$ cat src/rtl/flash_cmd_controller.sv
// Parallel NOR flash command sequencer: read, program, sector erase and reset (F0) with DQ7/DQ5 status polling.
// Define FLASH_POLL_TIMEOUT_EN to abort polling into RECOVER after POLL_MAX unsuccessful status reads.
module flash_cmd_controller #(
    parameter int ADDR_W     = 22,
    parameter int DATA_W     = 16,
    parameter int STROBE_CYC = 1,
    parameter int POLL_MAX   = 4095
) (
    input  logic              clock_output,
    input  logic              reset,
    input  logic              cmd_valid,
    output logic              cmd_ready,
    input  logic [1:0]        cmd_op,
    input  logic [ADDR_W-1:0] cmd_addr,
    input  logic [DATA_W-1:0] cmd_wdata,
    output logic              rsp_valid,
    output logic [DATA_W-1:0] rsp_rdata,
    output logic              rsp_error,
    output logic              flash_ce_n,
    output logic              flash_we_n,
    output logic              flash_oe_n,
    output logic [ADDR_W-1:0] flash_addr,
    output logic [DATA_W-1:0] flash_dq_out,
    output logic              flash_dq_oe,
    input  logic [DATA_W-1:0] flash_dq_in
);

    localparam logic [1:0] OP_READ  = 2'b00;
    localparam logic [1:0] OP_PROG  = 2'b01;
    localparam logic [1:0] OP_ERASE = 2'b10;
    localparam logic [1:0] OP_RESET = 2'b11;

    // Bus cycles (read and write alike) run phases 0..STROBE_CYC+2.
    localparam logic [4:0] PH_STROBE_END = 5'(STROBE_CYC);
    localparam logic [4:0] PH_HOLD       = 5'(STROBE_CYC + 1);
    localparam logic [4:0] PH_LAST       = 5'(STROBE_CYC + 2);

    typedef enum logic [2:0] {
        S_IDLE,
        S_WCYC,
        S_RCYC,
        S_POLL,
        S_RECOVER,
        S_DONE
    } state_t;

    state_t            state_reg;
    logic [1:0]        op_reg;
    logic [ADDR_W-1:0] addr_reg;
    logic [DATA_W-1:0] wdata_reg;
    logic [2:0]        step_reg;
    logic [4:0]        phase_reg;
    logic [DATA_W-1:0] sample_reg;
    logic              sample_valid_reg;
    logic              retry_reg;
    logic              recover_reg;
    logic              poll_expect;

`ifdef FLASH_POLL_TIMEOUT_EN
    localparam int PCW = $clog2(POLL_MAX + 1);
    logic [PCW-1:0] poll_cnt_reg;
`else
    localparam int unused_poll_max = POLL_MAX;
`endif

    assign poll_expect = (op_reg == OP_PROG) ? wdata_reg[7] : 1'b1;

    function automatic logic [2:0] seq_len(input logic [1:0] op);
        logic [2:0] len;
        case (op)
            OP_PROG:  len = 3'd4;
            OP_ERASE: len = 3'd6;
            default:  len = 3'd1;
        endcase
        return len;
    endfunction

    function automatic logic [ADDR_W-1:0] seq_addr(input logic [1:0] op, input logic [2:0] step,
                                                  input logic [ADDR_W-1:0] target);
        logic [ADDR_W-1:0] a;
        a = target;
        if (op == OP_PROG) begin
            case (step)
                3'd0, 3'd2: a = ADDR_W'(11'h555);
                3'd1:       a = ADDR_W'(11'h2AA);
                default:    a = target;
            endcase
        end else if (op == OP_ERASE) begin
            case (step)
                3'd0, 3'd2, 3'd3: a = ADDR_W'(11'h555);
                3'd1, 3'd4:       a = ADDR_W'(11'h2AA);
                default:          a = target;
            endcase
        end
        return a;
    endfunction

    function automatic logic [DATA_W-1:0] seq_data(input logic [1:0] op, input logic [2:0] step,
                                                  input logic [DATA_W-1:0] wdata);
        logic [DATA_W-1:0] d;
        d = DATA_W'(8'hF0);
        if (op == OP_PROG) begin
            case (step)
                3'd0:    d = DATA_W'(8'hAA);
                3'd1:    d = DATA_W'(8'h55);
                3'd2:    d = DATA_W'(8'hA0);
                default: d = wdata;
            endcase
        end else if (op == OP_ERASE) begin
            case (step)
                3'd0, 3'd3: d = DATA_W'(8'hAA);
                3'd1, 3'd4: d = DATA_W'(8'h55);
                3'd2:       d = DATA_W'(8'h80);
                default:    d = DATA_W'(8'h30);
            endcase
        end
        return d;
    endfunction

    always_ff @(posedge clock_output or negedge reset) begin
        if (!reset) begin
            state_reg        <= S_IDLE;
            op_reg           <= OP_READ;
            addr_reg         <= '0;
            wdata_reg        <= '0;
            step_reg         <= '0;
            phase_reg        <= '0;
            sample_reg       <= '0;
            sample_valid_reg <= 1'b0;
            retry_reg        <= 1'b0;
            recover_reg      <= 1'b0;
            cmd_ready        <= 1'b1;
            rsp_valid        <= 1'b0;
            rsp_rdata        <= '0;
            rsp_error        <= 1'b0;
            flash_ce_n       <= 1'b1;
            flash_we_n       <= 1'b1;
            flash_oe_n       <= 1'b1;
            flash_addr       <= '0;
            flash_dq_out     <= '0;
            flash_dq_oe      <= 1'b0;
`ifdef FLASH_POLL_TIMEOUT_EN
            poll_cnt_reg     <= '0;
`endif
        end else begin
            rsp_valid <= 1'b0;
            case (state_reg)
                S_IDLE: begin
                    if (cmd_valid) begin
                        op_reg      <= cmd_op;
                        addr_reg    <= cmd_addr;
                        wdata_reg   <= cmd_wdata;
                        step_reg    <= 3'd0;
                        phase_reg   <= 5'd0;
                        retry_reg   <= 1'b0;
                        recover_reg <= 1'b0;
                        cmd_ready   <= 1'b0;
                        flash_ce_n  <= 1'b0;
`ifdef FLASH_POLL_TIMEOUT_EN
                        poll_cnt_reg <= '0;
`endif
                        if (cmd_op == OP_READ) begin
                            state_reg  <= S_RCYC;
                            flash_addr <= cmd_addr;
                        end else begin
                            state_reg    <= S_WCYC;
                            flash_addr   <= seq_addr(cmd_op, 3'd0, cmd_addr);
                            flash_dq_out <= seq_data(cmd_op, 3'd0, cmd_wdata);
                            flash_dq_oe  <= 1'b1;
                        end
                    end
                end

                S_WCYC: begin
                    if (phase_reg != PH_LAST) begin
                        phase_reg  <= phase_reg + 5'd1;
                        flash_we_n <= (phase_reg >= PH_STROBE_END);
                        flash_ce_n <= (phase_reg == PH_HOLD);
                    end else begin
                        phase_reg <= 5'd0;
                        if (recover_reg || op_reg == OP_RESET) begin
                            state_reg   <= S_DONE;
                            flash_dq_oe <= 1'b0;
                            rsp_valid   <= 1'b1;
                            rsp_error   <= recover_reg;
                        end else if (step_reg + 3'd1 < seq_len(op_reg)) begin
                            step_reg     <= step_reg + 3'd1;
                            flash_ce_n   <= 1'b0;
                            flash_addr   <= seq_addr(op_reg, step_reg + 3'd1, addr_reg);
                            flash_dq_out <= seq_data(op_reg, step_reg + 3'd1, wdata_reg);
                        end else begin
                            state_reg        <= S_POLL;
                            flash_dq_oe      <= 1'b0;
                            sample_valid_reg <= 1'b0;
                        end
                    end
                end

                S_RCYC: begin
                    if (phase_reg != PH_LAST) begin
                        phase_reg  <= phase_reg + 5'd1;
                        flash_oe_n <= (phase_reg >= PH_STROBE_END);
                        flash_ce_n <= (phase_reg >= PH_STROBE_END);
                        if (phase_reg == PH_STROBE_END) begin
                            sample_reg <= flash_dq_in;
                        end
                    end else begin
                        phase_reg <= 5'd0;
                        if (op_reg == OP_READ) begin
                            state_reg <= S_DONE;
                            rsp_valid <= 1'b1;
                            rsp_error <= 1'b0;
                            rsp_rdata <= sample_reg;
                        end else begin
                            state_reg        <= S_POLL;
                            sample_valid_reg <= 1'b1;
                        end
                    end
                end

                S_POLL: begin
                    if (sample_valid_reg && sample_reg[7] == poll_expect) begin
                        state_reg <= S_DONE;
                        rsp_valid <= 1'b1;
                        rsp_error <= 1'b0;
                    end else if (sample_valid_reg && retry_reg) begin
                        // DQ5 was already flagged on the previous read: the device gave up.
                        state_reg <= S_RECOVER;
`ifdef FLASH_POLL_TIMEOUT_EN
                    end else if (sample_valid_reg && poll_cnt_reg == PCW'(POLL_MAX)) begin
                        state_reg <= S_RECOVER;
`endif
                    end else begin
                        if (sample_valid_reg && sample_reg[5]) begin
                            retry_reg <= 1'b1;
                        end
                        state_reg  <= S_RCYC;
                        phase_reg  <= 5'd0;
                        flash_ce_n <= 1'b0;
                        flash_addr <= addr_reg;
`ifdef FLASH_POLL_TIMEOUT_EN
                        poll_cnt_reg <= poll_cnt_reg + 1'b1;
`endif
                    end
                end

                S_RECOVER: begin
                    state_reg    <= S_WCYC;
                    recover_reg  <= 1'b1;
                    phase_reg    <= 5'd0;
                    flash_ce_n   <= 1'b0;
                    flash_addr   <= addr_reg;
                    flash_dq_out <= DATA_W'(8'hF0);
                    flash_dq_oe  <= 1'b1;
                end

                S_DONE: begin
                    state_reg <= S_IDLE;
                    cmd_ready <= 1'b1;
                    rsp_error <= 1'b0;
                end

                default: begin
                    state_reg <= S_IDLE;
                    cmd_ready <= 1'b1;
                end
            endcase
        end
    end

endmodule
$ cat config.mk
export PLATFORM = sky130hd
export DESIGN_NAME = flash_cmd_controller
export DESIGN_NICKNAME = d
export VERILOG_FILES = /design/src/rtl/flash_cmd_controller.sv
export SDC_FILE = /design/constraint.sdc
export NUM_CORES = 1
export LEC_CHECK = 0
export BUFFER_PORTS_ARGS = -buffer_cell sky130_fd_sc_hd__buf_2
export CORE_MARGIN = 1.5
export CORE_UTILIZATION = 50
export CTS_BUF_LIST = sky130_fd_sc_hd__clkbuf_16
export DETAILED_ROUTE_END_ITERATION = 16
export GPL_TIMING_DRIVEN = 0
export PLACE_DENSITY = 0.79
export SYNTH_ARGS = -nofsm -noshare
export SYNTH_HDL_FRONTEND = slang
export SYNTH_SLANG_ARGS = --single-unit
$ cat constraint.sdc
create_clock -name clock_output -period 3.8 [get_ports clock_output]
set_input_delay 0.38 -clock clock_output [delete_from_list [all_inputs] [get_ports clock_output]]
set_output_delay 0.38 -clock clock_output [all_outputs]
set_load 0.02 [all_outputs]
Word-level counts from Yosys, hierarchy flattened

Cells that the tools add are included.
Widths: inputs -> output; s select.

Register bits: 131
Bits in latches: 0
Bits in writable memories: 0
ROM bits: 0
Input bits: 59
Output and inout bits: 61
Memories: 0

Add/sub/neg operators: 2
$mul: 0
Div/mod/pow operators: 0
Magnitude comparators: 2
Equality and inequality tests: 36
Shift operators: 0
Muxes and demuxes: 88
Bitwise operators: 2
Reductions and logical operators: 40

Operators by type and width:

| operator           | number |
|---|---|
| $mux 22            | 11 |
| $mux 16            | 6 |
| $pmux 16 s3        | 2 |
| $pmux 22 s2        | 2 |
| $pmux 22 s4        | 1 |
| $mux 3             | 15 |
| $mux 1             | 30 |
| $ne 2x2->1 const B | 15 |
| $pmux 8 s3         | 1 |
| $mux 5             | 4 |
| $pmux 5 s4         | 1 |
| $reduce_and 6->1   | 3 |
| $pmux 3 s5         | 1 |
| $reduce_and 5->1   | 3 |
| $mux 7             | 2 |
| $reduce_and 7->1   | 2 |
| $eq 3x2->1 const B | 4 |
| $pmux 3 s2         | 2 |
| $reduce_bool 4->1  | 3 |
| $reduce_and 2->1   | 5 |
| $eq 3x3->1 const B | 3 |
| $ne 3x3->1 const B | 3 |
| $mux 8             | 1 |
| $pmux 1 s2         | 4 |
| 28 further kinds   | 46 |

Longest topological paths before layout

Gate-level depths: netlist of the first run.

Depth in word-level cells: 10
Depth in mapped cells: 12

Worst setup path before layout of the first run

No wires, ideal clock.

Kind: reg-to-output
Start point: register, netlist name step_reg[0]
End point: output port flash_addr[0]
Arrival: 2820 ps
Path slack: 855 ps
Stages on the path, launching flop included: 11
Buffers on the path: 1
Cell sequence: dfrtp_1 inv_1 ha_1 ha_1 or4b_1 o32ai_2 or2_4 a31oi_4 a21bo_4 buf_6 mux2_4

RTL lines:

| item             | RTL line | RTL |
|---|---|---|
| end: declaration | 22       | `output logic [ADDR_W-1:0] flash_addr,` |

==> reports/summary.txt, run 1 <==
Ys Warns: 0
Worst Hold Endpoint: wdata_reg[3]$_DFFE_PN0P_
initial antenna violation count: 0
wire per inst: 17.8 um
die height: 118 um
Initial DRC Count: 370
core area: 0.0128 mm2
Via density: 5.65
Leak: 3.80 nW
post-layout min period: 3240 ps
clk_skew: 6.91 ps
P&R area growth vs syn: 21.1%
count of pins over their slew limit: 0
crit path capture type: flop
CTS Buffer Depth: 2
Syn Area/Cell: 11.1 um2
share of layout cells above drive strength 1: 35.4%
RSZ-0062 raised after global routing: false
CTS Buf Count: 17
total die area: 0.0139 mm2
Die Wd: 118 um
Worst Tran Pin Value: 1190 ps
vias in the first global route: 5427
max-cap violations: 0
post-synthesis cell type count: 61
Tcrit/Tclk final: 85.3%
mapped cell area: 0.00662 mm2
ys async rst share: 100%
Clk Latency, worst-skew pair: 420 ps
TNS Setup: 0 ps
CTS tree: built
Routed WL: 16400 um
syn nets: 672
DRC violations left: 0
clock-pin transition on the worst setup and hold timing paths: 60 ps
n_diodes: 0
grt total ovfl: 0
sequential area share after synthesis: 49.6%
area leader, netlist: dfrtp_1
status: finished, final reports clean
Top FF cell, synth: dfrtp_1
Final nets: 812
clk sink count: 131
worst reg-to-reg setup slack: 560 ps
share of the synthesized area in the top cell type: 48.0%
hold path cells: 2
Seq cells post-synth: 131
global-route wire length before repair: 27100 um
gr usage total: 24.3%
Top cell by count, worst path: ha_1
Data arrival, critical path: 3540 ps
largest net degree at the start of global routing: 75
Worst R2R Start: step_reg[0]$_DFFE_PN0P_
Mapped Cells: 596
row cnt: 41
First-pass DRT Iterations: 5
RR Endpoint: flash_addr[18]$_DFFE_PN0P_
peak supply drop: 0.568 mV
fmax: 309 MHz
hold crit path type: in -> reg
Final ANT Viol Nets: 0
final setup vio count: 0
Max FO, Critical Path: 10
I/O pin count: 120
CTS root buf: clkbuf_16
hold path start: cmd_wdata[3]
most frequent cells in the layout: buf_2, dfrtp_1, mux2_2
CP peak stage delay: 550 ps
PwrDens: 945 mW/mm2
Final Wtd Congestion: 0.929
Worst EP required: 4100 ps
Port Buffers: 119
ranking of synthesized cells by area: dfrtp_1, mux2_2, mux2_4
Worst setup SP type: flop
Initial Util: 51.8%
Post-synth EDFFs: 0
CP cell instances: inv_1 -> ha_1 -> ha_1 -> or4b_1 -> o32ai_2 -> or2_4 -> a31oi_4 -> a21bo_4 -> buf_6 -> mux2_4
cells on worst reg2reg path: 10
H-tree depth: 4
Total Power: 7.57 mW
vias: 5204
final hold violations: 0
slowest cell on the critical path: or4b_1
DP HPWL: 11500 um
max_slew headroom: 20.1%
CP Class: reg -> reg
fill cell count: 1041
==> worst max-delay path, delay by kind of cell (launching register included) <==
family,cells,cell delay [ps]
buffers and inverters,2,300
muxes,1,310
DFF,1,470
adders and majority gates,2,670
AOI/OAI and AO/OA,3,600
and+or+nand+nor,2,770
==> final cells by class <==
cell class	count	area, um2	area share, %
Clock inverter	15	118	1.47
Buffer	33	150	1.87
Sequential cell	131	3280	41.0
Tap cell	172	215	2.68
Multi-Input combinational cell	417	3130	39.0
Inverter	15	56.3	0.702
Timing Repair Buffer	121	639	7.98
Clock buffer	17	425	5.31
==> repair_timing <==
item	CTS	global route
endpoints found under the hold margin	53	0
resized for setup	0	0
setup buffers	0	0
hold buffers	1	0
==> metrics by stage <==
stage | utilization [%] | hold slack, ps | setup WS (ps) | cell area (um2) | instances
finish | 62.8 | 188 | 560 | 8020 | 921
global route | 62.8 | 184 | 452 | 8020 | 921
CTS | 62.8 | 181 | 571 | 8020 | 921
detailed placement | 58.4 | 379 | 598 | 7460 | 888
global placement | 58.2 | 463 | 657 | 7430 | 887
floorplan | - | 84.4 | 855 | 6620 | 596
==> cell usage after synthesis (all sizes together), types with 2 or more instances <==
cell type,count
a2111oi,2
a211oi,3
a21boi,2
a21o,2
a21oi,20
a22o,19
a22oi,2
a311oi,2
a31oi,4
and3,2
buf,16
clkbuf,17
dfrtp,127
dfstp,4
ha,17
inv,15
mux2,95
mux2i,6
nand2,68
nand2b,16
nand3,12
nor2,33
nor2b,4
nor3,9
nor4,3
nor4b,2
o21a,2
o21ai,50
o221ai,7
o22ai,4
o31ai,4
o32ai,2
o41ai,2
or2,4
or4b,2
xnor2,3
xor2,2
==> metal layers <==
layer	up-vias	share of wire [%]	GRT usage, %
li1	2424	-	-
met1	2548	43	31.0
met2	216	49	41.2
met3	16	7.5	7.12
met4	0	0.76	5.26
met5	-	0	0
==> where the power goes <==
group          internal, mW  total, mW  switching, mW
clock network         0.889       1.51          0.623
registers              2.04       2.43          0.386
logic                  1.65       3.64           1.99
total                  4.58       7.57           3.00
==> how the worst max path moves through the flow <==
| stage | start | endpoint | slack, ps | cells after the start |
|---|---|---|---|---|
| 2_1_floorplan | step_reg[0]$_DFFE_PN0P_ | flash_addr[0]$_DFFE_PN0P_ | 850 | 10 |
| 3_3_place_gp | step_reg[0]$_DFFE_PN0P_ | flash_addr[8]$_DFFE_PN0P_ | 660 | 10 |
| 3_5_place_dp | step_reg[0]$_DFFE_PN0P_ | flash_addr[6]$_DFFE_PN0P_ | 600 | 10 |
| 4_1_cts | step_reg[0]$_DFFE_PN0P_ | flash_addr[10]$_DFFE_PN0P_ | 570 | 10 |
| 5_1_grt | step_reg[0]$_DFFE_PN0P_ | flash_addr[10]$_DFFE_PN0P_ | 450 | 10 |
| 6_report | step_reg[0]$_DFFE_PN0P_ | flash_addr[18]$_DFFE_PN0P_ | 560 | 10 |
==> cell families (layout without fill, tap and decap cells) <==
| family | count (synthesis) | after routing | synth area share (%) |
|---|---|---|---|
| simple gates | 159 | 159 | 11.2 |
| compound gates | 135 | 135 | 13.9 |
| flops | 131 | 131 | 49.6 |
| mux | 101 | 101 | 18.2 |
| buf+inv | 48 | 201 | 3.12 |
| fa+ha+maj | 17 | 17 | 3.21 |
| xor+xnor | 5 | 5 | 0.775 |
(Power assumes the default switching activity.)
==> inputs of run 2 (changes only) <==
Settings changed: PLACE_DENSITY 0.79 to 0.73.
==> run 2 against run 1 <==
Effect of this change:
- register-to-register slack better by 20 ps
- flip-flop and latch count unchanged
- critical path type unchanged
- hold slack worse by 3.0 ps
- highest routed layer unchanged
- largest cell class unchanged
- total power down 2.0%
==> reports/summary.txt, run 2 (same netlist as run 1, synthesis figures left out) <==
PwrDens: 930 mW/mm2 (-1.5%)
CTS tree: built
Initial DRC Count: 423 (+14%)
fill cell count: 1069 (+2.7%)
status: finished, final reports clean
gr usage total: 24.3% (about the same)
Worst R2R Start: step_reg[0]$_DFFE_PN0P_
Clk Latency, worst-skew pair: 420 ps (about the same)
Worst Tran Pin Value: 1100 ps (-82.1 ps)
Final ANT Viol Nets: 0 (unchanged)
most frequent cells in the layout: buf_2, dfrtp_1, mux2_2
max_slew headroom: 25.7% (+5.5 points)
DP HPWL: 11500 um (+0.29%)
share of layout cells above drive strength 1: 35.2% (-0.22 points)
Tcrit/Tclk final: 84.7% (-0.56 points)
Critical Path Stages: 10 (unchanged)
Multi-input gate area: 0.00313 mm2 (unchanged)
P&R area growth vs syn: 20.5%
final setup vio count: 0 (unchanged)
clock-pin transition on the worst setup and hold timing paths: 60 ps (about the same)
CP cell instances: inv_1 -> ha_1 -> ha_1 -> or4b_1 -> o32ai_2 -> or2_4 -> a31oi_4 -> a21bo_4 -> buf_6 -> mux2_4
global-route wire length before repair: 26600 um (-1.8%)
total die area: 0.0139 mm2 (unchanged)
Worst EP required: 4110 ps (about the same)
CTS root buf: clkbuf_16
Die Wd: 118 um (unchanged)
CTS Buf Count: 17 (unchanged)
vias in the first global route: 5257 (-3.1%)
CP peak stage delay: 550 ps (about the same)
FF/Latch Area: 0.00328 mm2 (unchanged)
CP top delay family: simple AND/OR/NAND/NOR gates
First-pass DRT Iterations: 5 (unchanged)
peak supply drop: 0.519 mV (-8.6%)
CP bufs+invs: 2 (unchanged)
DRC violations left: 0 (unchanged)
I/O pin count: 120 (unchanged)
die height: 118 um (unchanged)
Final nets: 812 (unchanged)
crit path capture type: flop
Top cell by count, worst path: ha_1
Critical Path Source: step_reg[0]$_DFFE_PN0P_
grt total ovfl: 0 (unchanged)
clk sink count: 131 (unchanged)
Post-CTS Setup Repair Bufs: 0 (unchanged)
worst reg-to-reg setup slack: 580 ps (+20 ps)
wire per inst: 17.3 um (-2.8%)
Final Wtd Congestion: 0.916 (-1.4%)
row cnt: 41 (unchanged)
Initial Util: 51.8% (unchanged)
final hold violations: 0 (unchanged)
CP Class: reg -> reg
count of pins over their slew limit: 0 (unchanged)
post-route cell area: 0.00798 mm2 (-0.50%)
post-layout min period: 3220 ps (-21.4 ps)
CTS Buffer Depth: 2 (unchanged)
largest net degree at the start of global routing: 99 (+32%)
Data arrival, critical path: 3530 ps (about the same)
max-cap violations: 0 (unchanged)
initial antenna violation count: 1 (+1)
Port Buffers: 119 (unchanged)
Leak: 3.77 nW (-0.57%)
H-tree depth: 4 (unchanged)
TNS Setup: 0 ps (unchanged)
Worst setup SP type: flop
Via density: 5.62 (-0.60%)
fmax: 311 MHz (+0.67%)
clk_skew: 7.19 ps (+0.281 ps)
slowest cell on the critical path: or4b_1
RSZ-0062 raised after global routing: false
hold crit path type: in -> reg
RR Endpoint: flash_addr[7]$_DFFE_PN0P_
Routed WL: 16000 um (-2.8%)
area post-placement: 0.00746 mm2 (unchanged)
Max FO, Critical Path: 10 (unchanged)
CP endpoint: flash_addr[7]$_DFFE_PN0P_
vias: 5173 (-0.60%)
cells on worst reg2reg path: 10 (unchanged)
core area: 0.0128 mm2 (unchanged)
run 2: worst min-delay path by stage:
| stage | startpoint | end | slack, ps | depth (start not counted) |
|---|---|---|---|---|
| floorplan | reset | addr_reg[0]$_DFFE_PN0P_ | 80 | 0 |
| global placement | flash_dq_out[14]$_DFFE_PN0P_ | flash_dq_out[14]$_DFFE_PN0P_ | 460 | 2 |
| detailed placement | reset | wdata_reg[4]$_DFFE_PN0P_ | 290 | 1 |
| CTS | flash_dq_in[8] | sample_reg[8]$_DFFE_PN0P_ | 180 | 2 |
| global route | flash_dq_in[7] | sample_reg[7]$_DFFE_PN0P_ | 170 | 2 |
| finish | flash_dq_in[0] | sample_reg[0]$_DFFE_PN0P_ | 190 | 2 |
run 2: where the power goes:
group	internal, mW	total, mW	leakage, nW	switching [mW]
sequential	2.04	2.42	1.62	0.375
combinational	1.65	3.60	1.91	1.96
clock	0.807	1.40	0.244	0.592
run 2: area by class of cell:
cell class	instances	share of cell area (%)
buffer	33	1.88
timing repair buffer	121	8.02
clock buffer	17	5.33
multi-input combinational	417	39.2
tap	172	2.70
antenna	1	0.0314
inverter	15	0.706
clock inverter	14	0.941
sequential	131	41.2
run 2: repair_timing:
item | 4_1_cts | 5_1_grt
hold buffers | 1 | 0
resized for setup | 0 | 0
endpoints found under the hold margin | 29 | 0
run 2: layer usage:
layer	track usage, %	vias to the layer above	share of wire (%)
li1	-	2433	-
met1	30.9	2515	43
met2	39.5	195	48
met3	7.85	30	7.2
met4	7.70	0	1.3
met5	0	-	0
run 2: through the flow:
step | util (%) | hold WS (ps) | setup WS [ps] | std cells | power (mW)
5_1_grt | 62.4 | 170 | 433 | 920 | 7.91
3_5_place_dp | 58.4 | 292 | 596 | 888 | 6.02
6_report | 62.4 | 185 | 581 | 921 | 7.42
2_1_floorplan | - | 84.4 | 855 | 596 | 5.04
3_3_place_gp | 58.2 | 463 | 680 | 887 | 5.87
4_1_cts | 62.4 | 179 | 585 | 920 | 7.44
run 2: worst register-to-register path, delay by kind of cell, from the launching register on:
kind            cells  cell delay, ps
flops               1             470
mux                 1             300
compound gates      3             570
fa+ha+maj           2             690
simple gates        2             770
buf+inv             2             310
